File: src/rtl/ring_decoder.sv
`default_nettype none
// ============================================================================
// Module   : ring_decoder
// Purpose  : Encodes a one-hot ring phase, checks each step is a legal
//            rotation, counts laps and flags illegal codes/steps.
//            Optional bidirectional stepping via RING_DEC_BIDIR_EN.
// Revision : 1.0 - initial release
// ============================================================================
module ring_decoder #(
    parameter int N     = 4,
    parameter int IDX_W = 2,
    parameter int LAP_W = 8
) (
    input  logic             clk,
    input  logic             rst,
    input  logic             en,
    input  logic [N-1:0]     ring_in,
    input  logic             clr_err,
    output logic [IDX_W-1:0] idx,
    output logic             valid,
    output logic [LAP_W-1:0] lap_cnt,
    output logic             err,
    output logic             err_pulse,
    output logic [7:0]       err_cnt
`ifdef RING_DEC_BIDIR_EN
    ,
    output logic             dir
`endif
);

    typedef enum logic [1:0] {
        S_ACQ   = 2'd0,
        S_TRACK = 2'd1,
        S_ERR   = 2'd2
    } state_t;

    localparam logic [N-1:0] ONE_HOT0 = {{(N-1){1'b0}}, 1'b1};

    state_t           state_q, state_d;
    logic [IDX_W-1:0] idx_q, idx_d;
    logic [LAP_W-1:0] lap_cnt_q, lap_cnt_d;
    logic             err_q, err_d;
    logic             err_pulse_q, err_pulse_d;
    logic [7:0]       err_cnt_q, err_cnt_d;
`ifdef RING_DEC_BIDIR_EN
    logic             dir_q, dir_d;
    logic [IDX_W-1:0] prv;
`endif

    logic             one_hot;
    logic [IDX_W-1:0] enc;
    logic [IDX_W-1:0] nxt;
    logic             err_hit;

    // Clearing the lowest set bit leaves zero only for a single-bit word.
    assign one_hot = (ring_in != '0) && ((ring_in & (ring_in - ONE_HOT0)) == '0);

    always_comb begin
        enc = '0;
        for (int i = 0; i < N; i++) begin
            if (ring_in[i]) begin
                enc = IDX_W'(i);
            end
        end
    end

    assign nxt = (idx_q == '0) ? IDX_W'(N - 1) : idx_q - IDX_W'(1);
`ifdef RING_DEC_BIDIR_EN
    assign prv = (idx_q == IDX_W'(N - 1)) ? '0 : idx_q + IDX_W'(1);
`endif

    always_comb begin
        state_d     = state_q;
        idx_d       = idx_q;
        lap_cnt_d   = lap_cnt_q;
        err_d       = err_q;
        err_cnt_d   = err_cnt_q;
        err_pulse_d = 1'b0;
        err_hit     = 1'b0;
`ifdef RING_DEC_BIDIR_EN
        dir_d       = dir_q;
`endif

        if (clr_err) begin
            err_d     = 1'b0;
            err_cnt_d = '0;
        end

        if (en) begin
            case (state_q)
                S_ACQ, S_ERR: begin
                    if (one_hot) begin
                        idx_d   = enc;
                        state_d = S_TRACK;
                    end
                end
                S_TRACK: begin
                    if (ring_in == (ONE_HOT0 << idx_q)) begin
                        idx_d = idx_q;
                    end else if (ring_in == (ONE_HOT0 << nxt)) begin
                        idx_d = nxt;
                        if (idx_q == '0) begin
                            lap_cnt_d = lap_cnt_q + LAP_W'(1);
                        end
`ifdef RING_DEC_BIDIR_EN
                        dir_d = 1'b0;
                    end else if (ring_in == (ONE_HOT0 << prv)) begin
                        idx_d = prv;
                        dir_d = 1'b1;
                        if (idx_q == IDX_W'(N - 1)) begin
                            lap_cnt_d = lap_cnt_q + LAP_W'(1);
                        end
`endif
                    end else begin
                        state_d = S_ERR;
                        err_hit = 1'b1;
                    end
                end
                default: state_d = S_ACQ;
            endcase
        end

        // A fresh error outranks a simultaneous clear.
        if (err_hit) begin
            err_pulse_d = 1'b1;
            err_d       = 1'b1;
            if (clr_err) begin
                err_cnt_d = 8'd1;
            end else if (err_cnt_q != 8'hFF) begin
                err_cnt_d = err_cnt_q + 8'd1;
            end
        end
    end

    always_ff @(posedge clk) begin
        if (rst) begin
            state_q     <= S_ACQ;
            idx_q       <= '0;
            lap_cnt_q   <= '0;
            err_q       <= 1'b0;
            err_pulse_q <= 1'b0;
            err_cnt_q   <= '0;
        end else begin
            state_q     <= state_d;
            idx_q       <= idx_d;
            lap_cnt_q   <= lap_cnt_d;
            err_q       <= err_d;
            err_pulse_q <= err_pulse_d;
            err_cnt_q   <= err_cnt_d;
        end
    end

`ifdef RING_DEC_BIDIR_EN
    always_ff @(posedge clk) begin
        if (rst) begin
            dir_q <= 1'b0;
        end else begin
            dir_q <= dir_d;
        end
    end

    assign dir = dir_q;
`endif

    assign idx       = idx_q;
    assign valid     = (state_q == S_TRACK);
    assign lap_cnt   = lap_cnt_q;
    assign err       = err_q;
    assign err_pulse = err_pulse_q;
    assign err_cnt   = err_cnt_q;

endmodule
`default_nettype wire

File: config.mk
export PLATFORM = sky130hd
export DESIGN_NAME = ring_decoder
export DESIGN_NICKNAME = d
export VERILOG_FILES = /design/src/rtl/ring_decoder.sv
export SDC_FILE = /design/constraint.sdc
export NUM_CORES = 1
export LEC_CHECK = 0
export ABC_AREA = 1
export BUFFER_PORTS_ARGS = -buffer_cell sky130_fd_sc_hd__buf_2
export CAP_MARGIN = 20
export CORE_MARGIN = 1.5
export CORE_UTILIZATION = 44
export DETAILED_ROUTE_END_ITERATION = 7
export PLACE_DENSITY = 0.74
export SYNTH_ARGS = -nofsm -noshare
export SYNTH_HDL_FRONTEND = slang
export SYNTH_SLANG_ARGS = --single-unit
File: constraint.sdc
create_clock -name clk -period 2.9 [get_ports clk]
set_clock_uncertainty 0.15 [all_clocks]
set_input_delay 0.29 -clock clk [delete_from_list [all_inputs] [get_ports clk]]
set_output_delay 0.29 -clock clk [all_outputs]
set_load 0.1 [all_outputs]
Word-level counts from Yosys, hierarchy flattened. Cells that the tools add are included.

Flip-flop bits (word level): 22. Input port bits: 8. Output and inout port bits: 21. Word-level logic and storage cells: 57.

$add $sub $neg: 4. Equality and inequality tests: 9. Shift-type cells: 2. Multiplexer cells: 23. Bitwise operators: 2. Reduce and logical (&&, ||, !) cells: 11.

Operators with widths (count): two-way mux 8 bit (4); two-way mux 2 bit (9); adder 8 x 1 -> 8 bit (second input constant) (2); AND reduction 5 bit (2); == test 4 bit (2); two-way mux 1 bit (8); inequality test 8 bit (second input constant) (1); one-hot mux 2 bit (2 select lines) (2); left shift 1 x 2 -> 4 bit (first input constant) (2); inequality test 2 bit (second input constant) (3); bitwise AND 4 bit (1); logical NOT 2 bit (2); logical NOT 4 bit (1); AND reduction 4 bit (1); nonzero test 2 bit (2); nonzero test 4 bit (1); subtractor 4 x 1 -> 4 bit (second input constant) (1); == test 2 x 1 -> 1 bit (second input constant) (1); == test 2 bit (second input constant) (1); inequality test 2 x 1 -> 1 bit (second input constant) (1); OR reduction 2 bit (1); subtractor 2 x 1 -> 2 bit (second input constant) (1); logical AND 1 bit (1); inverter 1 bit (1).

Logic depth before layout (Yosys ltp).
Word-level depth: 9. Depth in mapped cells: 12. Gate-level depth less buffers: 12.

Least setup slack after synthesis. OpenSTA, ideal clock, no wires.

Path kind: register to register. From: register idx_q[0], in the netlist idx[0]. To: register err_cnt_q[6], in the netlist err_cnt[6]. Arrival: 2.250 ns. Setup slack: 0.377 ns. Stages on the path, launching flop included: 13. Period minus slack after synthesis: 2.523 ns. Cell sequence: dfxtp_1 > inv_1 > ha_1 > inv_1 > nand2_1 > nand2_1 > nor2_2 > nand2_2 > nand2_4 > nor2_8 > inv_8 > nor2_1 > a21oi_1.

Longest elaborated chain between the ends: 9. Elaborated cells between the ends (all ways): 12. Those cells by class: add/sub: 1; eq/ne: 2; shift: 2; mux: 6; reduce/logical: 1.

Ends and longest elaborated chain: start: declaration (line 40) `logic [IDX_W-1:0] idx_q, idx_d;`; start signal: assignment (line 145) `idx_q <= idx_d;`; subtractor 2 x 1 -> 2 bit / logical NOT 2 bit (equally long branches) (line 67) `assign nxt = (idx_q == '0) ? IDX_W'(N - 1) : idx_q - IDX_W'(1);`; two-way mux 2 bit (line 67); left shift 1 x 2 -> 4 bit (line 100) `end else if (ring_in == (ONE_HOT0 << nxt)) begin`; == test 4 bit (line 100); two-way mux 1 bit (line 100); two-way mux 1 bit * (line 98) `if (ring_in == (ONE_HOT0 << idx_q)) begin`; two-way mux 1 bit * (line 90) `case (state_q)`; two-way mux 1 bit * (line 89) `if (en) begin`; two-way mux 8 bit * (line 124) `if (err_hit) begin`; end signal: assignment (line 149) `err_cnt_q <= err_cnt_d;`; end: declaration (line 44) `logic [7:0] err_cnt_q, err_cnt_d;`.

Mark *: on every way between the ends. The rest lies on a longest branch, timed or not. A chain may end at the register's enable or synchronous reset.

Worst setup path in the final report. Same ends and word-level chain as after synthesis.

==> impl_metrics.py <==
metrics = {
    "worst_setup_path": {
        "end_kind": "flop",
        "worst_path_dominant_cell_family": "simple AND/OR/NAND/NOR gates",
        "worst-path-max-fanout": 10,
        "crit_type": "reg -> reg",
        "worst-path-buf-inv": 3,
        "worstSetupStartpointType": "flop",
        "cp.required_ns": 2.98,
        "slowest_delay_ns": 0.45,
        "slowest_stage": "dfxtp_1",
        "cp.arrival_ns": 2.07,
        "crit_chain": "inv_1, ha_1, inv_1, nand2_1, nand2_1, nor2_2, nand2_2, nand2_4, nor2_8, inv_8, nor2_1, a21oi_1",
    },
    "finish": {
        "n_antenna_cell": 0,
        "fillCellCount": 357,
        "final_cell_mix": "72 x nand2_1, 28 x buf_2, 26 x inv_1",
        "fin_util": 0.5328,
        "layout.nets": 285,
        "drive_gt1_frac": 0.2370,
        "layout_commonest_cell": "nand2_1",
        "synthToLayoutAreaGrowth_pct": 15.53,
    },
    "synthesis": {
        "yosysWarnings": 0,
        "synth_nets": 255,
        "synth_top_cell_area_share": 0.2862,
        "syn_inst": 241,
        "avgSynthCellArea_um2": 6.386,
        "synth-seq-cells": 22,
        "ys_types": 23,
        "synth_top_cells_by_area": "dfxtp_1 29%, nand2_1 18%, inv_1 6.3%, nor2_1 6.1%, ha_1 4.9%",
        "ys_seq_area_frac": 0.2862,
        "syn_area_um2": 1539,
        "yosysTopAreaCell": "dfxtp_1",
    },
    "cts": {
        "cts_root_buf": "clkbuf_4",
        "clockBufferDepth": 2,
        "path_clk_slew_ns": 0.14,
        "cts_hold_buf": 0,
        "cts_resized": 0,
        "insertion_delay_ns": 0.32,
        "postCtsSetupRepairBufs": 0,
        "cts_tree": "built",
        "cts_sinks": 22,
        "h-tree-depth": 1,
        "cts_buffers": 3,
    },
    "floorplanning": {
        "rows": 21,
        "die_y_um": 62.14,
        "start_util": 0.4612,
        "ios": 29,
        "coreArea_um2": 3337,
        "die_w_um": 62.14,
        "die_area_um2": 3861,
    },
    "detailed_routing": {
        "first_iter_violations": 59,
        "drt_wl_total_um": 3182,
        "wire_per_inst_um": 10.07,
        "drc_errors": 0,
        "firstDrtPassIters": 4,
        "ant_nets": 0,
        "vias": 1508,
        "viasPerCell": 4.772,
    },
    "sta": {
        "period_share": 0.6852,
        "fin_setup_tns_ns": 0,
        "finalHoldViolCount": 0,
        "max_freq_ghz": 0.5033,
        "max_slew.worst_pin.slew_ns": 0.4854,
        "min_period_ns": 1.987,
        "rsz0062_at_grt": "false",
        "maxSlewHeadroom": 0.6786,
        "setup_viol": 0,
        "maxSlewViolCount": 0,
        "whs_ns": 0.1927,
    },
    "hold_path": {
        "hold_path_class": "in -> reg",
    },
    "power_and_ir_drop": {
        "p_total_mw": 0.6953,
        "power.internal_mw": 0.4828,
        "clkPwrFrac": 0.351,
        "p_leak_nw": 0.8188,
        "pwr-share-seq": 0.450,
        "p_sw_frac": 0.3057,
        "powerDensity_nw_per_um2": 391.1,
        "p_comb_frac": 0.199,
        "p_switching_mw": 0.2126,
        "vdd_drop_max_uv": 243.6,
    },
    "global_route": {
        "grt_pass1_wl_um": 5416,
        "grt_overflow": 0,
        "grt_start_max_net_pins": 18,
        "grt_antenna_before_repair": 0,
        "grt_pass1_vias": 1275,
        "grt_util_all_layers": 0.1667,
    },
    "placed_design": {
        "io_buffers": 28,
        "gp_congestion": 0.9146,
        "dpl.hpwl_um": 2362,
    },
    "run": {
        "maxCapViolations": 0,
    },
    "outcome": {
        "status": "finished clean",
    },
}
==> synth_stat cells (all sizes together) <==
library cell	count
o21ai	11
inv	31
nor3	1
nor2	33
nand2	84
ha	6
a21oi	20
buf	1
nand4	5
xnor2	6
a31oi	4
nand3	15
clkbuf	2
dfxtp	22
==> power by group through the flow <==
stage | clock, mW | combinational [mW] | sequential [mW]
2_1_floorplan | 0 | 0.0855 | 0.345
3_3_place_gp | 0 | 0.139 | 0.319
3_5_place_dp | 0 | 0.139 | 0.320
4_1_cts | 0.248 | 0.139 | 0.313
5_1_grt | 0.265 | 0.154 | 0.314
6_report | 0.244 | 0.139 | 0.313
==> metal layers <==
| metal | vias up | share of wire | wire length [um] | track usage |
|---|---|---|---|---|
| li1 | 819 | - | - | - |
| met1 | 659 | 0.49 | 1547 | 0.2182 |
| met2 | 28 | 0.46 | 1473 | 0.2799 |
| met3 | 2 | 0.046 | 147 | 0.04710 |
| met4 | 0 | 0.0041 | 13 | 0.02500 |
| met5 | - | 0 | 0 | 0 |
==> worst paths after layout <==
path | cells after the start | startpoint | slack [ns] | endpoint
hold reg to reg | 2 | err | 0.32 | err
setup / recovery | 12 | idx[0] | 0.91 | err_cnt[6]
setup reg to reg | 12 | idx[0] | 0.91 | err_cnt[6]
hold / removal | 3 | en | 0.19 | state_q[1]
==> cell families (layout without fill, tap and decap cells) <==
family,count (synthesis),count (layout),synth area share
flops,22,22,0.2862
fa+ha+maj,6,6,0.04878
compound gates,35,35,0.1341
buf+inv,34,63,0.08780
xor+xnor,6,6,0.03415
simple gates,138,138,0.4089
==> worst reg2reg max path: stages, from the launching register on <==
cell and delay [ns]:
dfxtp_1 0.45, inv_1 0.09, ha_1 0.24, inv_1 0.14, nand2_1 0.06, nand2_1 0.08
nor2_2 0.05, nand2_2 0.10, nand2_4 0.09, nor2_8 0.22, inv_8 0.08, nor2_1 0.09
a21oi_1 0.06
==> cell type report <==
type	instances	area, um^2	share of cell area
Timing Repair Buffer	28	140.1	0.07882
Tap cell	46	57.56	0.03237
Clock buffer	3	22.52	0.01267
Sequential cell	22	440.4	0.2477
Multi-Input combinational cell	185	963.4	0.5419
Inverter	31	123.9	0.06967
Clock inverter	1	30.03	0.01689
==> flip-flops by register name, summed over array words and instances (netlist names) <==
name and count:
err_cnt 8, state_q 2, err 1, err_pulse 1
idx 2, lap_cnt 8
==> stage by stage <==
stage,area [um^2],instances,worst slack [ns]
2_1_floorplan,1539,241,0.3772
5_1_grt,1778,316,0.7222
6_report,1778,316,0.9130
4_1_cts,1778,316,0.9058
3_5_place_dp,1725,312,0.9266
3_3_place_gp,1725,312,0.9625
(Power assumes the default switching activity.)
